$ cat src/rtl/tis_stack_node.sv
// Shared LIFO stack node for the TIS core mesh. Four neighbouring cores push and pop through a
// round-robin arbiter that grants at most one operation per cycle.
module tis_stack_node #(
  parameter int unsigned WIDTH = 11,
  parameter int unsigned DEPTH = 15
) (
  input  logic                   i_clk,
  input  logic                   i_rst,
  input  logic [3:0]             i_push_req,
  input  logic [4*WIDTH-1:0]     i_push_data,
  output logic [3:0]             o_push_ack,
  input  logic [3:0]             i_pop_req,
  output logic [3:0]             o_pop_valid,
  output logic [WIDTH-1:0]       o_pop_data,
  output logic [7:0]             o_count
);

  localparam int unsigned AW = (DEPTH > 1) ? $clog2(DEPTH) : 1;
  localparam logic [7:0] DepthC = 8'(DEPTH);

  logic [WIDTH-1:0] r_mem [DEPTH];
  logic [7:0]       r_count;
  logic [1:0]       r_ptr;
  logic [3:0]       r_push_ack;
  logic [3:0]       r_pop_valid;
  logic [WIDTH-1:0] r_pop_data;

  logic [3:0]    w_busy;
  logic [3:0]    w_push_elig;
  logic [3:0]    w_pop_elig;
  logic [3:0]    w_elig;
  logic          w_not_full;
  logic          w_not_empty;
  logic          w_gnt_valid;
  logic [1:0]    w_gnt_idx;
  logic [1:0]    w_cand;
  logic          w_gnt_push;
  logic          w_gnt_pop;
  logic [7:0]    w_top;
  logic [AW-1:0] w_wr_idx;
  logic [AW-1:0] w_rd_idx;

  // A side still showing its ack/valid is masked so a held request is not served twice.
  assign w_busy      = r_push_ack | r_pop_valid;
  assign w_not_full  = (r_count < DepthC);
  assign w_not_empty = (r_count != 8'd0);
  assign w_push_elig = i_push_req & ~w_busy & {4{w_not_full}};
  assign w_pop_elig  = i_pop_req & ~i_push_req & ~w_busy & {4{w_not_empty}};
  assign w_elig      = w_push_elig | w_pop_elig;

  always_comb begin
    w_gnt_valid = 1'b0;
    w_gnt_idx   = r_ptr;
    w_cand      = r_ptr;
    for (int k = 0; k < 4; k++) begin
      w_cand = r_ptr + 2'(k);
      if (!w_gnt_valid && w_elig[w_cand]) begin
        w_gnt_valid = 1'b1;
        w_gnt_idx   = w_cand;
      end
    end
  end

  assign w_gnt_push = w_gnt_valid && w_push_elig[w_gnt_idx];
  assign w_gnt_pop  = w_gnt_valid && w_pop_elig[w_gnt_idx];
  assign w_top      = r_count - 8'd1;
  assign w_wr_idx   = r_count[AW-1:0];
  assign w_rd_idx   = w_top[AW-1:0];

  always_ff @(posedge i_clk) begin
    if (i_rst) begin
      r_count     <= 8'd0;
      r_ptr       <= 2'd0;
      r_push_ack  <= 4'd0;
      r_pop_valid <= 4'd0;
      r_pop_data  <= '0;
    end else begin
      r_push_ack  <= 4'd0;
      r_pop_valid <= 4'd0;
      if (w_gnt_push) begin
        r_count    <= r_count + 8'd1;
        r_push_ack <= 4'b0001 << w_gnt_idx;
        r_ptr      <= w_gnt_idx + 2'd1;
      end else if (w_gnt_pop) begin
        r_count     <= w_top;
        r_pop_valid <= 4'b0001 << w_gnt_idx;
        r_pop_data  <= r_mem[w_rd_idx];
        r_ptr       <= w_gnt_idx + 2'd1;
      end
    end
  end

  // Contents are not reset; only entries below count are ever read.
  always_ff @(posedge i_clk) begin
    if (!i_rst && w_gnt_push) begin
      r_mem[w_wr_idx] <= i_push_data[WIDTH*w_gnt_idx +: WIDTH];
    end
  end

  assign o_push_ack  = r_push_ack;
  assign o_pop_valid = r_pop_valid;
  assign o_pop_data  = r_pop_data;
  assign o_count     = r_count;

endmodule
$ cat config.mk
export PLATFORM = sky130hd
export DESIGN_NAME = tis_stack_node
export DESIGN_NICKNAME = d
export VERILOG_FILES = /design/src/rtl/tis_stack_node.sv
export SDC_FILE = /design/constraint.sdc
export NUM_CORES = 1
export LEC_CHECK = 0
export CAP_MARGIN = 0
export CORE_UTILIZATION = 55
export CTS_CLUSTER_DIAMETER = 40
export DETAILED_ROUTE_END_ITERATION = 16
export GPL_TIMING_DRIVEN = 1
export PLACE_DENSITY = 0.78
export SYNTH_ARGS = -nofsm -noshare
export SYNTH_HDL_FRONTEND = slang
export SYNTH_SLANG_ARGS = --single-unit
$ cat constraint.sdc
create_clock -name i_clk -period 5.6 [get_ports i_clk]
set_input_delay 1.68 -clock i_clk [delete_from_list [all_inputs] [get_ports i_clk]]
set_output_delay 1.68 -clock i_clk [all_outputs]
set_load 0.01 [all_outputs]
==> summary.txt, run 1 <==
Flow run
  – Max Cap Violations: 0

Critical path
  – Critical Path RT: 5670 ps
  – Crit-path max FO: 15
  – R2R cell count: 9
  – Worst r2r src: o_count[3]
  – Critical Path Source Type: input port
  – Setup crit start: i_push_req[2]
  – Critical R2R Capture: r_mem[10][5]
  – WS Path Type: in2reg
  – R2R setup slack: 1710 ps
  – WP data arrival: 4850 ps
  – CP endpoint kind: flip-flop
  – CP endpoint: r_mem[10][5]

Floorplan
  – Die width: 126 um
  – Row count: 44
  – Core ar.: 14700 um2
  – Die area: 15800 um2
  – Die height: 126 um
  – # IOs: 81
  – Initial Util: 0.572

Yosys
  – Synth top cells by count: 165 x edfxtp_1, 36 x mux2i_1, 35 x a211oi_1
  – Synth Area in Compound Gates: 0.0780
  – Area share of fa/ha/maj cells after synthesis: 0.0134
  – Synth Instances: 538
  – EDFF count, synth: 165
  – Seq/Total Area, Yosys: 0.659
  – Largest family of logic cells by synthesized area: multiplexers
  – Most common cell in the netlist: edfxtp_1
  – Xor/xnor share of the synthesized area: 0.00626
  – Synth top area cells: edfxtp_1 59%, mux4_2 8.8%, dfxtp_1 6.9%
  – Yosys cell types: 61
  – Synth Area per Inst: 15.6 um2
  – Multiplexer share of the synthesized area: 0.133
  – Syn_nets: 601
  – Cell taking the most area after synthesis: edfxtp_1
  – Asr flop ratio synth: 0
  – Synthesis warning total: 0
  – Yosys top cell area share: 0.590
  – Seq cells post-synth: 194
  – Post-Syn Area: 8400 um2
  – Synth Area in Simple Gates: 0.0876
  – Main flop type after synthesis: edfxtp_1

Layout
  – Post-layout net count: 688
  – Share of cells above drive strength 1: 0.166
  – FF/Latch Area: 5540 um2
  – Diode count: 0
  – Final instance area: 10100 um2
  – Layout Area Growth over Synthesis: 20.2%
  – Final non-filler cell total: 822
  – Area occupied by multi-input gates: 2690 um2
  – Filler cell count: 984

Clock tree
  – Root buf cell: clkbuf_16
  – Max clock buf depth: 2
  – Post-CTS resize count: 0
  – H-Tree Depth: 4
  – Clk_lat worst skew: 440 ps
  – Clock transition at path regs: 60 ps
  – CTS tree: yes
  – Clock Sinks: 194
  – Hold-fix buffers at CTS: 0
  – Post-CTS setup buffers: 0
  – CTS buffer count: 17

Drt
  – Via/cell ratio: 6.26
  – DRC: 1
  – Wirelength, routed: 18900 um
  – Drt first pass iters: 11
  – Drt wl/cell: 23.0 um
  – Final ANT Viol Nets: 0
  – DRT iter0 DRCs: 527
  – Vias: 5144

Place
  – Placed Cells incl. Taps: 790
  – GP Congestion: 0.867
  – DP HPWL: 12700 um
  – PortBufs: 80
  – Area after DPL: 9460 um2

Timing
  – Final Hold Fails: 0
  – Worst slew pin tran: 1130 ps
  – Minimum clock period: 4780 ps
  – Max Freq: 0.209 GHz
  – Worst relative slew slack: 0.241
  – Tcrit/Tclk final: 0.854
  – Endpoints failing setup: 0
  – Clock skew: 7.69 ps
  – Final setup TNS: 0 ps
  – Max-slew violations: 0
  – RSZ-0062 raised after global routing: no
  – Final hold slack: 508 ps

GRT
  – Initial antenna violation count: 0
  – First-pass GRT wire length: 29000 um
  – GRT overflow: 0
  – Global Route Usage Sum: 0.257
  – Largest net degree at the start of global routing: 46
  – Number of global-route vias before repair: 5107

Hold path
  – Min-Delay Path Class: reg2reg

Outcome
  – Outcome: finished, violations left
  – Failing checks: DRC
## worst max-delay path, cell delays in order
cell	delay (ps)
clkdlybuf4s50_1	470
or3b_2	490
nor4b_4	270
nor2_1	80
a311oi_2	390
nor2_4	90
mux2_1	330
o22ai_2	190
and2_4	270
and4_1	580
## state kept, by name, indices dropped and copies added, names as in the netlist
name and count:
o_count 8, o_pop_data 11, o_pop_valid 4, o_push_ack 4, r_mem 165, r_ptr 2
## cells by family (layout without fill, tap and decap cells)
family                     after synthesis  after routing
DFF                                    194            194
AOI/OAI and AO/OA                       90             90
adders and majority gates                9              9
buffers and inverters                   44            144
muxes                                   70             70
xor gates and xnor gates                 6              6
and+or+nand+nor                        125            125
## worst min path at each step
stage / from / end / slack, ps / depth (start not counted)
3_5_place_dp: o_pop_data[3] / o_pop_data[3] / 490 / 2
4_1_cts: o_pop_data[1] / o_pop_data[1] / 510 / 2
6_report: o_pop_data[1] / o_pop_data[1] / 510 / 2
3_3_place_gp: o_pop_data[10] / o_pop_data[10] / 480 / 2
5_1_grt: o_pop_data[3] / o_pop_data[3] / 530 / 2
2_1_floorplan: r_ptr[0] / r_ptr[0] / 520 / 2
## layer usage
metal	global-route usage	routed length [um]	vias up
met5	0	0	-
met4	0.107	524	0
met3	0.0573	1540	35
met2	0.395	8920	275
met1	0.355	7940	2522
li1	-	-	2312
## metrics by stage
step | setup slack, ps | utilization
6_report | 817 | 0.687
5_1_grt | 651 | 0.687
4_1_cts | 809 | 0.687
3_5_place_dp | 344 | 0.644
3_3_place_gp | 434 | 0.644
2_1_floorplan | 733 | -
## cells in the final DEF (no fill, tap or decap), types with 3 or more instances in the layout
cell	count
edfxtp_1	165
clkdlybuf4s50_1	80
mux2i_1	36
a211oi_1	35
mux4_2	33
nand2_1	32
nor2_1	28
dfxtp_1	28
clkbuf_16	22
buf_4	22
a31oi_1	16
a21oi_1	16
and3_1	12
inv_1	9
ha_1	9
nor2b_1	7
and4_1	7
nand3_1	5
or4b_1	4
and2_1	4
and2b_1	4
and4b_1	3
o31ai_1	3
or4_1	3
xnor2_1	3
## final cells by class
class	instances	area share
tap	184	0.0228
sequential	194	0.548
clock inverter	6	0.00459
clock buffer	26	0.0580
timing repair buffer	102	0.0957
inverter	10	0.00372
multi-input combinational	300	0.267
Power of run 1 is left out: the tool's default activity adds up to more than one toggle a clock period on the data nets, which glitch-free logic cannot reach.
==> inputs of run 2 (changes only) <==
Settings changed: CAP_MARGIN 0 to default, MAX_ROUTING_LAYER from default to met4.
==> summary.txt, run 2 (synthesized netlist as in run 1, its figures left out) <==
GRT
  – GRT overflow: 0
  – First-pass GRT wire length: 29700 um
  – Initial antenna violation count: 0
  – Number of global-route vias before repair: 5161
  – Largest net degree at the start of global routing: 46
  – Global Route Usage Sum: 0.269

Timing
  – Clock skew: 7.08 ps
  – Worst slew pin tran: 1130 ps
  – Worst relative slew slack: 0.240
  – Max-slew violations: 0
  – Max Freq: 0.205 GHz
  – Endpoints failing setup: 0
  – Tcrit/Tclk final: 0.871
  – Final Hold Fails: 0
  – Minimum clock period: 4880 ps
  – Final setup TNS: 0 ps
  – Final hold slack: 500 ps
  – RSZ-0062 raised after global routing: no

Critical path
  – CP bufs+invs: 1
  – Worst path slowest cell: and4b_1
  – Delay-heaviest family, CP: simple AND/OR/NAND/NOR gates
  – Critical Path Source Type: input port
  – CP cell instances: clkdlybuf4s50_1 -> or3b_2 -> nor4b_4 -> nor2_1 -> a311oi_2 -> nor2_4 -> mux2_1 -> o22ai_2 -> and2_4 -> and4b_1
  – WS Path Type: in2reg
  – WP data arrival: 4940 ps
  – CP Depth: 10
  – CP endpoint kind: flip-flop
  – Critical Path RT: 5670 ps
  – Crit-path max FO: 15
  – Max incr delay on CP: 590 ps
  – R2R cell count: 11

Drt
  – DRC: 1
  – DRT iter0 DRCs: 523
  – Drt wl/cell: 23.5 um
  – Wirelength, routed: 19300 um
  – Drt first pass iters: 11
  – Final ANT Viol Nets: 0
  – Via/cell ratio: 6.28
  – Vias: 5162

Clock tree
  – Hold-fix buffers at CTS: 0
  – Clock Sinks: 194
  – CTS tree: yes
  – CTS buffer count: 17
  – Clock transition at path regs: 70 ps
  – Clk_lat worst skew: 430 ps
  – Post-CTS resize count: 0
  – Root buf cell: clkbuf_16
  – Max clock buf depth: 2
  – H-Tree Depth: 4
  – Post-CTS setup buffers: 0

Layout
  – Layout Area Growth over Synthesis: 19.5%
  – Final non-filler cell total: 822
  – Post-layout net count: 688
  – Filler cell count: 974
  – Register with the most flip-flops: r_mem
  – Area occupied by multi-input gates: 2690 um2
  – Commonest non-fill, non-tap cell in the layout: edfxtp_1
  – Most frequent cells in the layout: 165 x edfxtp_1, 80 x clkdlybuf4s50_1, 36 x mux2i_1
  – Share of cells above drive strength 1: 0.161
  – FF/Latch Area: 5540 um2
  – Diode count: 0
  – Largest register FFs: 165

Floorplan
  – Die area: 15800 um2
  – Row count: 44
  – Core ar.: 14700 um2
  – Initial Util: 0.572
  – # IOs: 81
  – Die width: 126 um
  – Die height: 126 um

Outcome
  – Outcome: finished, violations left
  – Failing checks: DRC

Flow run
  – Max Cap Violations: 0

Hold path
  – Worst Hold Depth: 2
  – Min-Delay Path Class: reg2reg

Place
  – DP HPWL: 12600 um
  – GP Congestion: 0.871
  – PortBufs: 80
  – Placed Cells incl. Taps: 790
-- run 2: stage by stage --
step / cell area (um2) / worst slack [ps] / util
2_1_floorplan: 8400 / 733 / -
3_3_place_gp: 9460 / 441 / 0.644
3_5_place_dp: 9460 / 331 / 0.644
4_1_cts: 10000 / 749 / 0.683
5_1_grt: 10000 / 611 / 0.683
6_report: 10000 / 724 / 0.683
-- run 2: routing by layer --
layer | share of wire | GRT usage | wire length (um) | vias to the layer above
met2 | 0.49 | 0.417 | 9430 | 280
li1 | - | - | - | 2297
met3 | 0.070 | 0.0398 | 1360 | 30
met4 | 0.023 | 0.111 | 437 | 0
met1 | 0.42 | 0.358 | 8090 | 2555
met5 | 0 | - | 0 | -
-- run 2: worst register-to-register path, cell delays in order (launching register included) --
cell and delay [ps]:
dfxtp_2 340, buf_4 390, ha_1 370, nand3_1 140, and2_1 310, a31o_2 310, a311oi_2 390, nor2_4 90
mux2_1 340, o22ai_2 210, and2_4 280, and4b_1 590
-- run 2: worst paths after layout --
| path | startpoint | slack (ps) | end |
|---|---|---|---|
| max | i_push_req[2] | 720 | r_mem[6][2] |
| min | o_pop_data[10] | 500 | o_pop_data[10] |
| max reg2reg | o_count[0] | 1480 | r_mem[6][2] |
| min reg2reg | o_pop_data[10] | 500 | o_pop_data[10] |
-- run 2: layout make-up --
class,count,share of cell area
clock buffer,26,0.0531
multi-input combinational,300,0.268
inverter,10,0.00374
clock inverter,6,0.00399
timing repair buffer,102,0.0962
tap,184,0.0229
sequential,194,0.552
Power of run 2 is left out for the same reason.
==> inputs of run 3 (changes only) <==
Settings changed: CORE_UTILIZATION 55 to 38, PLACE_DENSITY 0.78 to 0.58, SLEW_MARGIN from default to 5.
==> summary.txt, run 3 (synthesized netlist as in run 1, its figures left out) <==
GRT
  – Initial antenna violation count: 0
  – Global Route Usage Sum: 0.194
  – GRT overflow: 0
  – Largest net degree at the start of global routing: 47
  – First-pass GRT wire length: 30300 um
  – Number of global-route vias before repair: 5040

Critical path
  – Worst path slowest cell: and4_1
  – Setup crit start: i_push_req[2]
  – Critical Path RT: 5660 ps
  – CP endpoint kind: flip-flop
  – R2R cell count: 9
  – Max incr delay on CP: 570 ps
  – WS Path Type: in2reg
  – Critical Path Source Type: input port
  – Worst r2r src: o_count[3]
  – Critical R2R Capture: r_mem[11][4]
  – R2R setup slack: 1660 ps
  – WP data arrival: 4910 ps
  – CP cell instances: clkdlybuf4s50_1 -> or3b_2 -> nor4b_4 -> nor2_1 -> a311oi_2 -> nor2_4 -> mux2_1 -> o22ai_2 -> and2_4 -> and4_1
  – Crit-path max FO: 15

Place
  – Place WS: 350 ps
  – GP Congestion: 0.864
  – PortBufs: 80
  – DP HPWL: 13400 um

Layout
  – Register with the most flip-flops: r_mem
  – Post-layout net count: 692
  – Largest register FFs: 165
  – Layout Area Growth over Synthesis: 21.7%
  – Share of cells above drive strength 1: 0.174
  – Commonest non-fill, non-tap cell in the layout: edfxtp_1
  – Post-layout util: 0.470
  – Filler cell count: 1899
  – Most frequent cells in the layout: 165 x edfxtp_1, 80 x clkdlybuf4s50_1, 36 x mux2i_1
  – Diode count: 0

Drt
  – Wirelength, routed: 19900 um
  – Drt wl/cell: 21.6 um
  – Vias: 5065
  – Drt first pass iters: 6
  – DRT iter0 DRCs: 396
  – Via/cell ratio: 5.49
  – DRC: 0
  – Final ANT Viol Nets: 0

Floorplan
  – Die area: 22700 um2
  – Initial Util: 0.386
  – Die width: 151 um
  – Row count: 54
  – # IOs: 81
  – Die height: 151 um
  – Core ar.: 21800 um2

Outcome
  – Outcome: complete, no violations

Clock tree
  – Max clock buf depth: 2
  – CTS buffer count: 17
  – Clk_lat worst skew: 440 ps
  – Hold-fix buffers at CTS: 0
  – CTS tree: yes
  – Root buf cell: clkbuf_16
  – H-Tree Depth: 4
  – Clock transition at path regs: 70 ps
  – Post-CTS resize count: 0
  – Clock Sinks: 194
  – Post-CTS setup buffers: 0

Hold path
  – WHS Endpoint: o_pop_data[2]
  – Worst Hold Depth: 2
  – Worst Hold Launch: o_pop_data[2]
  – Min-Delay Path Class: reg2reg

Timing
  – RSZ-0062 raised after global routing: no
  – Endpoints failing setup: 0
  – Worst relative slew slack: 0.232
  – Final hold slack: 498 ps
  – Worst slew pin tran: 1140 ps
  – Max-slew violations: 0
  – Final setup TNS: 0 ps
  – Final Hold Fails: 0
  – Tcrit/Tclk final: 0.865
  – Final WS setup: 756 ps
  – Minimum clock period: 4840 ps
  – Max Freq: 0.206 GHz
  – Clock skew: 17.4 ps

Flow run
  – Max Cap Violations: 0
==> run 3: metrics by stage <==
stage | std cells | cell area [um2]
finish | 922 | 10200
global route | 922 | 10200
CTS | 922 | 10200
detailed placement | 890 | 9620
global placement | 890 | 9620
floorplan | 538 | 8400
==> run 3: worst max-delay path by stage <==
stage | endpoint | slack (ps) | cells past startpoint
floorplan | r_mem[7][0] | 730 | 10
global placement | r_mem[10][5] | 430 | 10
detailed placement | r_mem[11][5] | 350 | 10
CTS | r_mem[11][5] | 810 | 10
global route | r_mem[6][0] | 660 | 10
finish | r_mem[11][4] | 760 | 10
==> run 3: layer usage <==
metal  share of wire  up-vias  track usage
li1                -     2321            -
met1            0.45     2513        0.260
met2            0.48      208        0.300
met3           0.057       23       0.0373
met4           0.017        0       0.0580
met5               0        -            -
==> run 3: layout make-up <==
type / instances / area [um2] / area share
inverters: 10 / 37.5 / 0.00367
clock inverters: 14 / 170 / 0.0166
multi-input cells: 300 / 2690 / 0.263
repair buffers: 106 / 996 / 0.0974
well taps: 280 / 350 / 0.0343
flip-flops and latches: 194 / 5540 / 0.542
clock buffers: 18 / 439 / 0.0429
==> run 3: critical path: cells and delay by family <==
kind | cells | cell delay (ps)
AOI/OAI and AO/OA | 2 | 630
buffers and inverters | 1 | 470
muxes | 1 | 350
and+or+nand+nor | 6 | 1770
Power of run 3 is left out for the same reason.
